### src/rtl/mem_arbiter.sv
// mem_arbiter: shares one synchronous single-port memory between an
// instruction-fetch port (i_*) and a load/store data port (d_*).
//
// Ports
//   clk1, rst            rising-edge clock, synchronous active-high reset
//   i_req/i_addr         fetch request;  i_ack/i_rdata one-cycle completion
//   d_req/d_we/d_addr/   load/store request; d_ack/d_rdata one-cycle
//   d_wdata              completion (d_rdata is 0 for stores)
//   m_en/m_we/m_addr/    memory strobe and write data; m_rdata arrives the
//   m_wdata/m_rdata      cycle after m_en is sampled
//   halt                 blocks new grants, in-flight access still finishes
//   err                  out-of-range pulse, coincident with the ack
//   busy/owner           access in flight / who owns it (0=fetch, 1=data)
//
// Each access walks IDLE -> ISSUE -> RESP -> IDLE. The ack is registered on
// the RESP->IDLE edge, so it is visible in the cycle after that edge while
// the FSM is already back in IDLE; a request still high at the end of that
// ack cycle is granted on that edge, giving one access per three cycles.
module mem_arbiter #(
    parameter int AW           = 32,
    parameter int DW           = 32,
    parameter int DEPTH        = 1024,
    parameter int STARVE_LIMIT = 4
) (
    input  logic          clk1,
    input  logic          rst,
    input  logic          i_req,
    input  logic [AW-1:0] i_addr,
    output logic          i_ack,
    output logic [DW-1:0] i_rdata,
    input  logic          d_req,
    input  logic          d_we,
    input  logic [AW-1:0] d_addr,
    input  logic [DW-1:0] d_wdata,
    output logic          d_ack,
    output logic [DW-1:0] d_rdata,
    output logic          m_en,
    output logic          m_we,
    output logic [AW-1:0] m_addr,
    output logic [DW-1:0] m_wdata,
    input  logic [DW-1:0] m_rdata,
    input  logic          halt,
    output logic          err,
    output logic          busy,
    output logic          owner
);

    localparam int            SW      = $clog2(STARVE_LIMIT + 1);
    localparam logic [SW-1:0] LIMIT   = SW'(STARVE_LIMIT);
    // One extra bit so DEPTH == 2**AW still compares correctly.
    localparam logic [AW:0]   DEPTH_W = (AW+1)'(DEPTH);

    typedef enum logic [1:0] {IDLE, ISSUE, RESP} state_t;

    state_t        state_q, state_d;
    logic [SW-1:0] starve_q, starve_d;
    logic          owner_q, owner_d;
    logic          we_q, we_d;
    logic          oor_q, oor_d;
    logic [AW-1:0] addr_q, addr_d;
    logic [DW-1:0] wdata_q, wdata_d;
    logic          m_en_q, m_en_d;
    logic          m_we_q, m_we_d;
    logic          i_ack_q, i_ack_d;
    logic          d_ack_q, d_ack_d;
    logic          err_q, err_d;
    logic [DW-1:0] i_rdata_q, i_rdata_d;
    logic [DW-1:0] d_rdata_q, d_rdata_d;

    logic          grant_data;
    logic [AW-1:0] sel_addr;
    logic          sel_oor;

    always_comb begin
        // Data wins ties until fetch has lost STARVE_LIMIT contested rounds.
        grant_data = d_req && (!i_req || (starve_q != LIMIT));
        sel_addr   = grant_data ? d_addr : i_addr;
        sel_oor    = ({1'b0, sel_addr} >= DEPTH_W);

        state_d   = state_q;
        starve_d  = starve_q;
        owner_d   = owner_q;
        we_d      = we_q;
        oor_d     = oor_q;
        addr_d    = addr_q;
        wdata_d   = wdata_q;
        m_en_d    = 1'b0;
        m_we_d    = 1'b0;
        i_ack_d   = 1'b0;
        d_ack_d   = 1'b0;
        err_d     = 1'b0;
        i_rdata_d = '0;
        d_rdata_d = '0;

        unique case (state_q)
            IDLE: begin
                if (!halt && (i_req || d_req)) begin
                    state_d = ISSUE;
                    owner_d = grant_data;
                    we_d    = grant_data && d_we;
                    oor_d   = sel_oor;
                    addr_d  = sel_addr;
                    wdata_d = grant_data ? d_wdata : '0;
                    // Strobe is registered here so it is high exactly in ISSUE.
                    m_en_d  = !sel_oor;
                    m_we_d  = !sel_oor && grant_data && d_we;
                    if (!grant_data)
                        starve_d = '0;
                    else if (i_req && (starve_q != LIMIT))
                        starve_d = starve_q + SW'(1);
                end
            end
            ISSUE: state_d = RESP;
            RESP: begin
                // m_rdata is valid now; capture it into the owner's ack.
                state_d = IDLE;
                err_d   = oor_q;
                if (owner_q) begin
                    d_ack_d = 1'b1;
                    if (!we_q && !oor_q) d_rdata_d = m_rdata;
                end else begin
                    i_ack_d = 1'b1;
                    if (!oor_q) i_rdata_d = m_rdata;
                end
            end
            default: state_d = IDLE;
        endcase
    end

    always_ff @(posedge clk1) begin
        if (rst) begin
            state_q   <= IDLE;
            starve_q  <= '0;
            owner_q   <= 1'b0;
            we_q      <= 1'b0;
            oor_q     <= 1'b0;
            addr_q    <= '0;
            wdata_q   <= '0;
            m_en_q    <= 1'b0;
            m_we_q    <= 1'b0;
            i_ack_q   <= 1'b0;
            d_ack_q   <= 1'b0;
            err_q     <= 1'b0;
            i_rdata_q <= '0;
            d_rdata_q <= '0;
        end else begin
            state_q   <= state_d;
            starve_q  <= starve_d;
            owner_q   <= owner_d;
            we_q      <= we_d;
            oor_q     <= oor_d;
            addr_q    <= addr_d;
            wdata_q   <= wdata_d;
            m_en_q    <= m_en_d;
            m_we_q    <= m_we_d;
            i_ack_q   <= i_ack_d;
            d_ack_q   <= d_ack_d;
            err_q     <= err_d;
            i_rdata_q <= i_rdata_d;
            d_rdata_q <= d_rdata_d;
        end
    end

    // The memory samples the strobe on the same edge that samples rst, so
    // the strobe is masked by rst to keep a reset during ISSUE from writing.
    assign m_en    = m_en_q && !rst;
    assign m_we    = m_we_q && !rst;
    assign m_addr  = addr_q;
    assign m_wdata = wdata_q;
    assign i_ack   = i_ack_q;
    assign i_rdata = i_rdata_q;
    assign d_ack   = d_ack_q;
    assign d_rdata = d_rdata_q;
    assign err     = err_q;
    assign busy    = (state_q != IDLE);
    assign owner   = owner_q;

endmodule

### config.mk
export PLATFORM = sky130hd
export DESIGN_NAME = mem_arbiter
export DESIGN_NICKNAME = d
export VERILOG_FILES = /design/src/rtl/mem_arbiter.sv
export SDC_FILE = /design/constraint.sdc
export NUM_CORES = 1
export LEC_CHECK = 0
export ABC_AREA = 1
export CORE_ASPECT_RATIO = 0.75
export CORE_MARGIN = 1
export CORE_UTILIZATION = 42
export CTS_CLUSTER_DIAMETER = 100
export CTS_CLUSTER_SIZE = 24
export DETAILED_ROUTE_END_ITERATION = 6
export PLACE_DENSITY = 0.85
export SETUP_SLACK_MARGIN = 0.1
export SYNTH_ARGS = -nofsm -noshare
export SYNTH_HDL_FRONTEND = slang
export SYNTH_SLANG_ARGS = --single-unit
### constraint.sdc
create_clock -name clk1 -period 4.25 [get_ports clk1]
set_input_delay 0.85 -clock clk1 [delete_from_list [all_inputs] [get_ports clk1]]
set_output_delay 0.85 -clock clk1 [all_outputs]
set_load 0.02 [all_outputs]
After elaboration in Yosys (flattened, before gate mapping)

Cells that the tools add are included.

Flip-flop bits (word level): 141
Input port bits: 134
Output and inout bits: 135
Word-level logic and storage cells: 59

$add $sub $neg: 1
Order comparisons: 1
Eq/ne operators: 5
Muxes and demuxes: 8
Bitwise logic cells: 5
Reduce and logical (&&, ||, !) cells: 25

Operators by type and width:

| cell                   | number |
|---|---|
| $mux W32               | 2 |
| $ge A32 B11 Y1 const B | 1 |
| $logic_and A1 B1 Y1    | 9 |
| $reduce_or A4 Y1       | 2 |
| $logic_not A1 Y1       | 6 |
| $mux W3                | 2 |
| $not A1 Y1             | 5 |
| $pmux W2 S2            | 1 |
| $add A3 B1 Y3 const B  | 1 |
| $ne A3 B3 Y1 const B   | 1 |
| $reduce_and A3 Y1      | 1 |
| $reduce_or A3 Y1       | 1 |
| $eq A2 B1 Y1 const B   | 1 |
| $eq A2 B2 Y1 const B   | 1 |
| $logic_not A2 Y1       | 1 |
| $logic_or A1 B1 Y1     | 2 |
| $mux W1                | 2 |
| $mux W2                | 1 |
| $ne A2 B1 Y1 const B   | 1 |
| $ne A2 B2 Y1 const B   | 1 |
| $reduce_and A2 Y1      | 1 |
| $reduce_bool A2 Y1     | 1 |
| $reduce_or A2 Y1       | 1 |

Logic depth before layout (Yosys ltp)

Gate-level depths: netlist of the first run.

Depth in word-level cells: 8
Depth in mapped cells: 14
Gate-level depth less buffers: 13

Worst setup path before layout of the first run

OpenSTA, ideal clock, no wires.

Path kind: input-to-output
From: input rst
To: output m_en
Arrival time: 1490 ps
Required time: 3400 ps
Slack: 1910 ps
Stages: 3
Path buffers: 2
Cell sequence: clkbuf_1 -> clkbuf_1 -> nor2_1

Word-level cells in the longest chain between the ends: 2

RTL lines:

| item                | RTL line | RTL |
|---|---|---|
| start, declared     | 26       | `input logic rst,` |
| $logic_not A1 Y1    | 166      | `assign m_en = m_en_q && !rst;` |
| $logic_and A1 B1 Y1 | 166      |  |
| end, declared       | 37       | `output logic m_en,` |

No other way between the ends.

Worst setup path after layout of the first run

From: input rst
To: output m_we

Word-level cells in the longest chain between the ends: 2

RTL lines:

| item                | RTL line | RTL |
|---|---|---|
| $logic_not A1 Y1    | 167      | `assign m_we = m_we_q && !rst;` |
| $logic_and A1 B1 Y1 | 167      |  |
| end, declared       | 38       | `output logic m_we,` |

No other way between the ends.

==> reports/metrics.yaml, run 1 <==
status:
  outcome: "completed"
setup_path:
  start_kind: "primary input"
  cp.required_ns: 3.40
  worstPathArrival_ns: 2.15
  cp_max_fo: 3
  worstSetupPathType: "primary input to primary output"
  end_kind: "primary output"
timing:
  setup_tns_ns: 0
  rsz0062_at_grt: "no"
  slew_violations: 0
  final.min_clock_period_ns: 2.995
  setup_violations: 0
  relSlewSlack_pct: 58.79
  fmax_mhz: 333.9
  finalCritPeriodShare_pct: 70.47
  finalHoldViolCount: 0
  worst_slew_pin_slew_ns: 0.6163
  hold_slack_ns: 0.4748
  fin_ws_ns: 1.255
  skew_ns: 0.01142
yosys:
  yosysUniqueCellTypes: 26
  synth_nets: 744
  syn_inst: 608
  synth_seq_cells: 141
  post_synth.cell_area_avg_sq_um: 8.250
  synth_area_sq_um: 5016
  yosysSeqAreaShare_pct: 56.27
  yosys_warnings: 0
detailed_routing:
  drc: 0
  drtIter0Drc: 241
  viasPerCell: 4.573
  routed_wl_microns: 14700
  wire_per_inst_microns: 14.11
  num_vias: 4765
  dr.pass1.iters: 5
  antenna_left: 0
power_and_ir_drop:
  power_density_nw_per_um2: 407.3
  leakage_nw: 3.700
  max-vdd-ir-drop_mv: 0.3110
  power.total_w: 0.003427
cts:
  cts-root-buf: "clkbuf_16"
  clk-insertion-delay-late_ns: 0.40
  clkTransAtPathRegs_ns: 0.06
  numClockSinks: 141
  cts_tree: "built"
  cts_hold_buf: 0
  htreeDepth: 4
  post-cts-setup-buffers: 0
  ctsResizeCount: 0
  cts-buffers-inserted: 17
  clock_path_buffers: 2
die:
  core.rowCount: 34
  core-area_sq_um: 11610
  die_h_microns: 96.65
  start_util_pct: 43.19
  die_x_microns: 128.2
  pin_count: 269
  die_area_sq_um: 12390
placed_design:
  dp.final_hpwl_microns: 10710
  globalplace.congestion: 0.8221
  port_buffers: 268
  place_ws_ns: 0.9731
  placed_cell_area_sq_um: 7782
global_routing:
  grt_pass1_vias: 4700
  track_usage_pct: 24.33
  grt_pass1_wl_microns: 23450
  grt_antenna_before_repair: 0
  grt_max_degree: 64
  overflow: 0
final_layout:
  seqCellArea_sq_um: 2823
  layout-drive-gt1-share_pct: 5.795
  fin_area_sq_um: 8413
  antenna_cells: 0
  nNetsFinal: 1003
  syn_to_final_growth_pct: 67.72
  nFillCells: 886
  multi_input_area_sq_um: 1677
job:
  cap_violations: 0
min_path:
  worst_hold_path_type: "flop to flop"
## routing by layer
layer	share of wire (%)	vias to the layer above	track usage, %
met2	50	170	41.91
met3	5.6	19	5.144
li1	-	2418	-
met5	0	-	0
met1	43	2158	29.83
met4	1.7	0	8.597
## state kept, by name, summed over array words and instances (netlist names), 2 cells and up
name	count
m_addr	32
starve_q	3
state_q	2
d_rdata	32
m_wdata	32
i_rdata	32
## power by group
part | internal, W | switching (W)
clock | 0.000995 | 0.000581
combinational | 0.000238 | 0.000215
sequential | 0.00137 | 0.0000272
total | 0.00260 | 0.000823
## synthesized netlist by cell type
library cell  instances  area [sq um]
nor2_4                1         11.26
a21oi_1               3         15.01
nand2_4               1         11.26
a22oi_1              34         255.2
buf_2                11         55.05
nand3b_1             13         97.59
nor2_2                5         31.28
nand2_1             102         382.9
dfxtp_1             141          2823
nand3_4               1         17.52
nor2_1              118         442.9
nand2_2               1         6.260
buf_4                 2         15.01
nand3_1              21         105.1
inv_2                 3         11.26
inv_1                91         341.6
buf_1                 1         3.750
o221ai_1              1         8.760
nand3_2               1         10.01
clkbuf_1             18         67.56
or2_4                 1         8.760
ha_1                  2         25.02
buf_6                 2         22.52
o211ai_1             31         232.7
nor3_1                1         5.000
o21ai_0               2         10.01
## cells by family after synthesis
group,after synthesis,share of synthesized area (%)
buffers and inverters,128,10.30
AO/OA/AOI/OAI,71,10.40
flip-flops,141,56.27
AND/OR/NAND/NOR,266,22.52
adder cells (fa/ha/maj),2,0.4988
## worst paths after layout
check | slack [ns] | endpoint | from | cells after the start
max | 1.25 | m_we | rst | 3
min | 0.47 | d_ack | owner | 2
max reg2reg | 2.07 | m_we_q | starve_q[0] | 12
min reg2reg | 0.47 | d_ack | owner | 2
## through the flow
| stage | std cells | util, % |
|---|---|---|
| 3_3_place_gp | 1010 | 67.01 |
| 4_1_cts | 1042 | 72.44 |
| 3_5_place_dp | 1010 | 67.01 |
| 6_report | 1042 | 72.44 |
| 2_1_floorplan | 608 | - |
| 5_1_grt | 1042 | 72.44 |
## placed cells by master, fill, tap and decap left out
cell,Yosys,final
clkbuf_1,18,1
nand3_4,1,1
clkinv_4,0,1
ha_1,2,2
nor2_2,5,5
nand3_2,1,1
dfxtp_1,141,141
nand2_4,1,1
nor2_1,118,118
nand3_1,21,21
nor3_1,1,1
buf_4,2,6
clkinvlp_4,0,2
o221ai_1,1,1
bufinv_16,0,4
nand2_2,1,1
clkbuf_16,0,17
or2_4,1,1
nor2_4,1,1
inv_2,3,3
nand2_1,102,102
inv_6,0,6
a21oi_1,3,3
o211ai_1,31,31
clkinv_2,0,1
clkdlybuf4s50_1,0,268
inv_1,91,91
a22oi_1,34,34
o21ai_0,2,2
nand3b_1,13,13
## area by class of cell
class / instances / share of cell area, %
Inverter: 94 / 4.194
Timing Repair Buffer: 274 / 32.42
Multi-Input combinational cell: 339 / 19.93
Clock buffer: 18 / 5.101
Tap cell: 162 / 2.409
Sequential cell: 141 / 33.55
Clock inverter: 14 / 2.394
## critical path, stage by stage
cell and delay [ns]:
clkdlybuf4s50_1 0.48, nor2_1 0.18, clkdlybuf4s50_1 0.63
Note: power is estimated with default switching activity, not from simulation.
==> run 2, diff against run 1 <==
--- a/config.mk
+++ b/config.mk
@@ -8,11 +8,11 @@
 export ABC_AREA = 1
 export CORE_ASPECT_RATIO = 0.75
 export CORE_MARGIN = 1
-export CORE_UTILIZATION = 42
+export CORE_UTILIZATION = 39
 export CTS_CLUSTER_DIAMETER = 100
 export CTS_CLUSTER_SIZE = 24
 export DETAILED_ROUTE_END_ITERATION = 6
-export PLACE_DENSITY = 0.85
+export PLACE_DENSITY = 0.8
 export SETUP_SLACK_MARGIN = 0.1
 export SYNTH_ARGS = -nofsm -noshare
 export SYNTH_HDL_FRONTEND = slang
==> constraint.sdc (replaced) <==
create_clock -name clk1 -period 2.8 [get_ports clk1]
set_input_delay 0.56 -clock clk1 [delete_from_list [all_inputs] [get_ports clk1]]
set_output_delay 0.56 -clock clk1 [all_outputs]
set_load 0.02 [all_outputs]
==> run 2 against run 1 <==
  * Global-route usage down 2.1 points
  * First-iteration DRC count down 30%
  * Utilization down 4.4 points
  * Highest routed layer unchanged
==> reports/metrics.yaml, run 2 (same netlist as run 1, synthesis figures left out) <==
global_routing:
  track_usage_pct: 22.22  # was 24.33%
  overflow: 0  # unchanged
  grt_pass1_wl_microns: 22770  # was 23450 microns
  grt_pass1_vias: 4519  # was 4700
  grt_antenna_before_repair: 0  # unchanged
  grt_max_degree: 64  # unchanged
detailed_routing:
  drt-met1-wl_microns: 6291  # was 6341 microns
  drc: 0  # unchanged
  viasPerCell: 4.539  # was 4.573
  antenna_left: 0  # unchanged
  drtIter0Drc: 169  # was 241
  dr.pass1.iters: 4  # was 5
  met3_length_microns: 989  # was 818 microns
  num_vias: 4766  # was 4765
  routed.top_layer: "met4"  # unchanged
  wl_met2_microns: 6961  # was 7287 microns
  routed_wl_microns: 14520  # was 14700 microns
  wire_per_inst_microns: 13.83  # was 14.11 microns
power_and_ir_drop:
  max-vdd-ir-drop_mv: 0.3978  # was 0.3110 mV
  power_switching_w: 0.001268  # was 0.0008233 W
  swShare_pct: 25.37  # was 24.03%
  p_int_w: 0.003729  # was 0.002603 W
  p_clk_share_pct: 43.6  # was 46.0%
  p_comb_share_pct: 14.0  # was 13.2%
  power_density_nw_per_um2: 592.6  # was 407.3 nW/um^2
  p_seq_share_pct: 42.4  # was 40.8%
  leakage_nw: 3.700  # about the same
placed_design:
  globalplace.congestion: 0.8697  # was 0.8221
  placed_cells: 1018  # was 1010
  placed_cell_area_sq_um: 7843  # was 7782 sq um
  dp.final_hpwl_microns: 10860  # was 10710 microns
  port_buffers: 268  # unchanged
cts:
  numClockSinks: 141  # unchanged
  ctsResizeCount: 0  # unchanged
  cts-root-buf: "clkbuf_16"  # unchanged
  htreeDepth: 4  # unchanged
  clk-insertion-delay-late_ns: 0.40  # about the same
  post-cts-setup-buffers: 0  # unchanged
  clkTransAtPathRegs_ns: 0.06  # about the same
  cts_hold_buf: 0  # unchanged
  clock_path_buffers: 2  # unchanged
  cts-buffers-inserted: 17  # unchanged
  cts_tree: "built"  # unchanged
job:
  cap_violations: 0  # unchanged
min_path:
  worst_hold_path_type: "flop to flop"  # unchanged
  hold_end: "d_ack"  # unchanged
  hold_depth: 2  # unchanged
  holdCritStartpoint: "owner"  # unchanged
setup_path:
  path_delay_family: "buffers and inverters"  # unchanged
  reg2reg_setup_slack_ns: 0.80  # was 2.07 ns
  cpMaxStageDelayCell: "clkdlybuf4s50_1"  # unchanged
  crit_cells: 3  # unchanged
  critical_path.most_common_cell: "clkdlybuf4s50_1"  # unchanged
  ff2ff_path_depth: 12  # unchanged
  crit_buf_inv: 2  # unchanged
  cp.required_ns: 2.24  # was 3.40 ns
  end_kind: "primary output"  # unchanged
  cp_max_fo: 3  # unchanged
  start_kind: "primary input"  # unchanged
  crit_path_max_incr_delay_ns: 0.61  # was 0.63 ns
  r2r_end: "m_we_q"  # unchanged
  cp_cell_sequence: "clkdlybuf4s50_1, nor2_1, clkdlybuf4s50_1"  # unchanged
  timing.rr.start: "starve_q[0]"  # unchanged
  worstSetupPathType: "primary input to primary output"  # unchanged
  worstPathArrival_ns: 1.89  # was 2.15 ns
timing:
  finalHoldViolCount: 0  # unchanged
  finalCritPeriodShare_pct: 87.38
  slew_violations: 0  # unchanged
  relSlewSlack_pct: 72.81  # was 58.79%
  skew_ns: 0.008954  # was 0.01142 ns
  worst_slew_pin_slew_ns: 0.4078  # was 0.6163 ns
  setup_tns_ns: 0  # unchanged
  final.min_clock_period_ns: 2.447
  rsz0062_at_grt: "no"  # unchanged
  setup_violations: 0  # unchanged
  fmax_mhz: 408.7
final_layout:
  syn_to_final_growth_pct: 68.12  # was 67.72%
  fin_area_sq_um: 8433  # was 8413 sq um
  instances_no_fill: 1050  # was 1042
  final_cell_mix: "clkdlybuf4s50_1 (268), dfxtp_1 (141), nor2_1 (118), nand2_1 (102), inv_1 (91)"  # unchanged
  nNetsFinal: 1007  # was 1003
  antenna_cells: 0  # unchanged
  layout_commonest_cell: "clkdlybuf4s50_1"  # unchanged
  layout-drive-gt1-share_pct: 6.335  # was 5.795%
die:
  core-area_sq_um: 12390  # was 11610 sq um
  pin_count: 269  # unchanged
  start_util_pct: 40.47  # was 43.19%
  core.rowCount: 35  # was 34
  die_h_microns: 100.2  # was 96.65 microns
  die_area_sq_um: 13320  # was 12390 sq um
  die_x_microns: 133.0  # was 128.2 microns
status:
  outcome: "completed"  # unchanged
[run 2: metal layers]
layer  vias up  GRT usage [%]
met5         -              0
met3        18          7.525
met2       160          36.21
li1       2428              -
met1      2160          27.22
met4         0          8.488
[run 2: worst register-to-register path, delay by kind of cell (launching register included)]
| kind | cells | cell delay [ns] |
|---|---|---|
| simple gates | 9 | 1.04 |
| flops | 1 | 0.36 |
| buf+inv | 2 | 0.31 |
| fa+ha+maj | 1 | 0.23 |
[run 2: area by class of cell]
type	count	area, sq um
fill	1010	3960
sequential	141	2823
timing repair buffer	278	2783
multi-input combinational	339	1677
clock buffer	18	439.2
inverter	94	352.8
tap	166	207.7
clock inverter	14	151.4
[run 2: worst max path at each step]
stage           from      to
6_report         rst    m_we
5_1_grt          rst    m_en
4_1_cts          rst    m_we
3_5_place_dp   i_req  m_we_q
3_3_place_gp   i_req   oor_q
2_1_floorplan    rst    m_en
[run 2: power groups by stage]
stage | logic [W] | registers (W) | clock network, W
6_report | 0.000701 | 0.00212 | 0.00218
5_1_grt | 0.000759 | 0.00213 | 0.00233
4_1_cts | 0.000705 | 0.00212 | 0.00223
3_5_place_dp | 0.000702 | 0.00216 | 0
3_3_place_gp | 0.000695 | 0.00216 | 0
2_1_floorplan | 0.000232 | 0.00224 | 0
[run 2: per-stage QoR]
step	hold WS [ns]	total power (W)	utilization (%)	setup WS, ns
finish	0.4793	0.004997	68.05	0.3534
global route	0.5147	0.005217	68.05	0.3102
CTS	0.4859	0.005050	68.05	0.3502
detailed placement	0.4766	0.002862	63.28	0.2759
global placement	0.4779	0.002857	63.28	0.2903
floorplan	0.4512	0.002474	-	1.040
==> run 3, diff against run 2 <==
--- a/config.mk
+++ b/config.mk
@@ -6,6 +6,7 @@
 export NUM_CORES = 1
 export LEC_CHECK = 0
 export ABC_AREA = 1
+export CAP_MARGIN = 5
 export CORE_ASPECT_RATIO = 0.75
 export CORE_MARGIN = 1
 export CORE_UTILIZATION = 39
==> constraint.sdc (replaced) <==
create_clock -name clk1 -period 2.8 [get_ports clk1]
set_input_delay 0.42 -clock clk1 [delete_from_list [all_inputs] [get_ports clk1]]
set_output_delay 0.42 -clock clk1 [all_outputs]
set_load 0.02 [all_outputs]
==> run 3 against run 2 <==
  * Critical path depth increased by 10
  * Clock-buffer cell count unchanged
  * Hold slack about the same
  * Largest cell class unchanged
==> reports/metrics.yaml, run 3 (same netlist as run 1, synthesis figures left out) <==
status:
  outcome: "completed"  # unchanged
detailed_routing:
  routed_wl_microns: 14670  # was 14520 microns
  wire_per_inst_microns: 14.00  # was 13.83 microns
  antenna_left: 0  # unchanged
  drtIter0Drc: 197  # was 169
  drc: 0  # unchanged
  num_vias: 4750  # was 4766
  viasPerCell: 4.532  # was 4.539
  dr.pass1.iters: 5  # was 4
power_and_ir_drop:
  power_density_nw_per_um2: 584.9  # was 592.6 nW/um^2
  p_comb_share_pct: 14.2  # was 14.0%
  max-vdd-ir-drop_mv: 0.3830  # was 0.3978 mV
  leakage_nw: 3.676  # was 3.700 nW
  power.total_w: 0.004902  # was 0.004997 W
  power_switching_w: 0.001268  # about the same
  p_seq_share_pct: 43.2  # was 42.4%
  swShare_pct: 25.87  # was 25.37%
  p_clk_share_pct: 42.5  # was 43.6%
  p_int_w: 0.003634  # was 0.003729 W
final_layout:
  layout-drive-gt1-share_pct: 6.122  # was 6.335%
  final_cell_mix: "clkdlybuf4s50_1 (268), dfxtp_1 (141), nor2_1 (118), nand2_1 (102), inv_1 (91)"  # unchanged
  syn_to_final_growth_pct: 67.10  # was 68.12%
  antenna_cells: 0  # unchanged
  seqCellArea_sq_um: 2823  # unchanged
  multi_input_area_sq_um: 1677  # unchanged
  layout_commonest_cell: "clkdlybuf4s50_1"  # unchanged
  nFillCells: 1006  # was 1010
  nNetsFinal: 1005  # was 1007
setup_path:
  cp.required_ns: 3.10  # was 2.24 ns
  end_kind: "flop"  # was primary output
  cpMaxStageDelayCell: "nand2_4"  # was clkdlybuf4s50_1
  crit_path_max_incr_delay_ns: 0.37  # was 0.61 ns
  critical_path.most_common_cell: "nand2_1"  # was clkdlybuf4s50_1
  worstPathArrival_ns: 2.50  # was 1.89 ns
  r2r_end: "oor_q"  # was m_we_q
  cp_cell_sequence: "inv_1, ha_1, nand3_4, nand2_4, inv_2, nand2_1, nand2_1, nor2_1, nand2_1, nor2_2, nand2_1, nand2_1, inv_1"  # was clkdlybuf4s50_1, nor2_1, clkdlybuf4s50_1
  worstSetupPathType: "flop to flop"  # was primary input to primary output
  ff2ff_path_depth: 13  # was 12
  cp_max_fo: 35  # was 3
  start_kind: "flop"  # was primary input
  timing.rr.start: "starve_q[0]"  # unchanged
  reg2reg_setup_slack_ns: 0.60  # was 0.80 ns
cts:
  cts-root-buf: "clkbuf_16"  # unchanged
  clock_path_buffers: 2  # unchanged
  post-cts-setup-buffers: 0  # unchanged
  clkTransAtPathRegs_ns: 0.06  # about the same
  clk-insertion-delay-late_ns: 0.40  # about the same
  cts_tree: "built"  # unchanged
  numClockSinks: 141  # unchanged
  cts-buffers-inserted: 17  # unchanged
  cts_hold_buf: 0  # unchanged
  ctsResizeCount: 0  # unchanged
  htreeDepth: 4  # unchanged
timing:
  relSlewSlack_pct: 72.29  # was 72.81%
  finalHoldViolCount: 0  # unchanged
  setup_violations: 0  # unchanged
  slew_violations: 0  # unchanged
  finalCritPeriodShare_pct: 78.54  # was 87.38%
  setup_tns_ns: 0  # unchanged
  fmax_mhz: 454.7  # was 408.7 MHz
  rsz0062_at_grt: "no"  # unchanged
  skew_ns: 0.01277  # was 0.008954 ns
  final.min_clock_period_ns: 2.199  # was 2.447 ns
  hold_slack_ns: 0.4796  # was 0.4793 ns
  worst_slew_pin_slew_ns: 0.4157  # was 0.4078 ns
global_routing:
  busiest_layer: "met2"  # unchanged
  track_usage_pct: 22.24  # was 22.22%
  overflow: 0  # unchanged
  met2_usage_pct: 37.13  # was 36.21%
  grt_max_degree: 64  # unchanged
  use_met1_pct: 26.56  # was 27.22%
  grt_antenna_before_repair: 0  # unchanged
  use_met3_pct: 6.162  # was 7.525%
  grt_pass1_vias: 4700  # was 4519
  grt_pass1_wl_microns: 23070  # was 22770 microns
placed_design:
  dp.final_hpwl_microns: 10980  # was 10860 microns
  globalplace.congestion: 0.8506  # was 0.8697
  port_buffers: 268  # unchanged
min_path:
  holdCritStartpoint: "owner"  # unchanged
  worst_hold_path_type: "flop to flop"  # unchanged
  hold_depth: 2  # unchanged
  hold_end: "d_ack"  # unchanged
die:
  die_area_sq_um: 13320  # unchanged
  die_h_microns: 100.2  # unchanged
  start_util_pct: 40.47  # unchanged
  pin_count: 269  # unchanged
  core-area_sq_um: 12390  # unchanged
  die_x_microns: 133.0  # unchanged
  core.rowCount: 35  # unchanged
job:
  cap_violations: 0  # unchanged
run 3: cell count changes in the layout (fill, tap and decap cells not counted):
cell	change
bufinv_16	-1
inv_6	+1
inv_8	-1
buf_12	-1
clkinv_4	+1
buf_4	-1
run 3: through the flow:
stage	utilization [%]	cell area (sq um)	cells	worst slack, ns
global route	67.63	8382	1048	0.3274
detailed placement	63.06	7815	1016	0.2472
floorplan	-	5016	608	1.196
global placement	63.06	7815	1016	0.3098
finish	67.63	8382	1048	0.6010
CTS	67.63	8382	1048	0.5913
run 3: worst max-delay path by stage:
stage | startpoint | to
5_1_grt | starve_q[0] | oor_q
2_1_floorplan | starve_q[0] | oor_q
6_report | starve_q[0] | oor_q
3_3_place_gp | i_req | oor_q
3_5_place_dp | i_req | oor_q
4_1_cts | rst | m_we
run 3: layout make-up:
| class | instances | share of cell area, % |
|---|---|---|
| Inverter | 94 | 4.210 |
| Clock buffer | 18 | 5.240 |
| Sequential cell | 141 | 33.68 |
| Multi-Input combinational cell | 339 | 20.00 |
| Tap cell | 166 | 2.478 |
| Clock inverter | 14 | 1.523 |
| Timing Repair Buffer | 276 | 32.87 |
run 3: per-layer routing:
layer  part of all wire [%]  vias up
li1                       -     2427
met1                     44     2148
met2                     48      149
met3                    5.3       26
met4                    2.6        0
met5                      0        -
run 3: power by group through the flow:
stage | Clock (W) | Combinational, W | Sequential [W]
after CTS | 0.00214 | 0.000699 | 0.00212
after global placement | 0 | 0.000690 | 0.00216
final | 0.00209 | 0.000698 | 0.00212
after global routing | 0.00224 | 0.000754 | 0.00213
after detailed placement | 0 | 0.000697 | 0.00216
after floorplan | 0 | 0.000232 | 0.00224
run 3: worst max-delay path, delay by kind of cell (launching register included):
kind          cells  cell delay, ns
fa+ha+maj         1            0.21
simple gates      9            1.21
buf+inv           3            0.34
flops             1            0.32
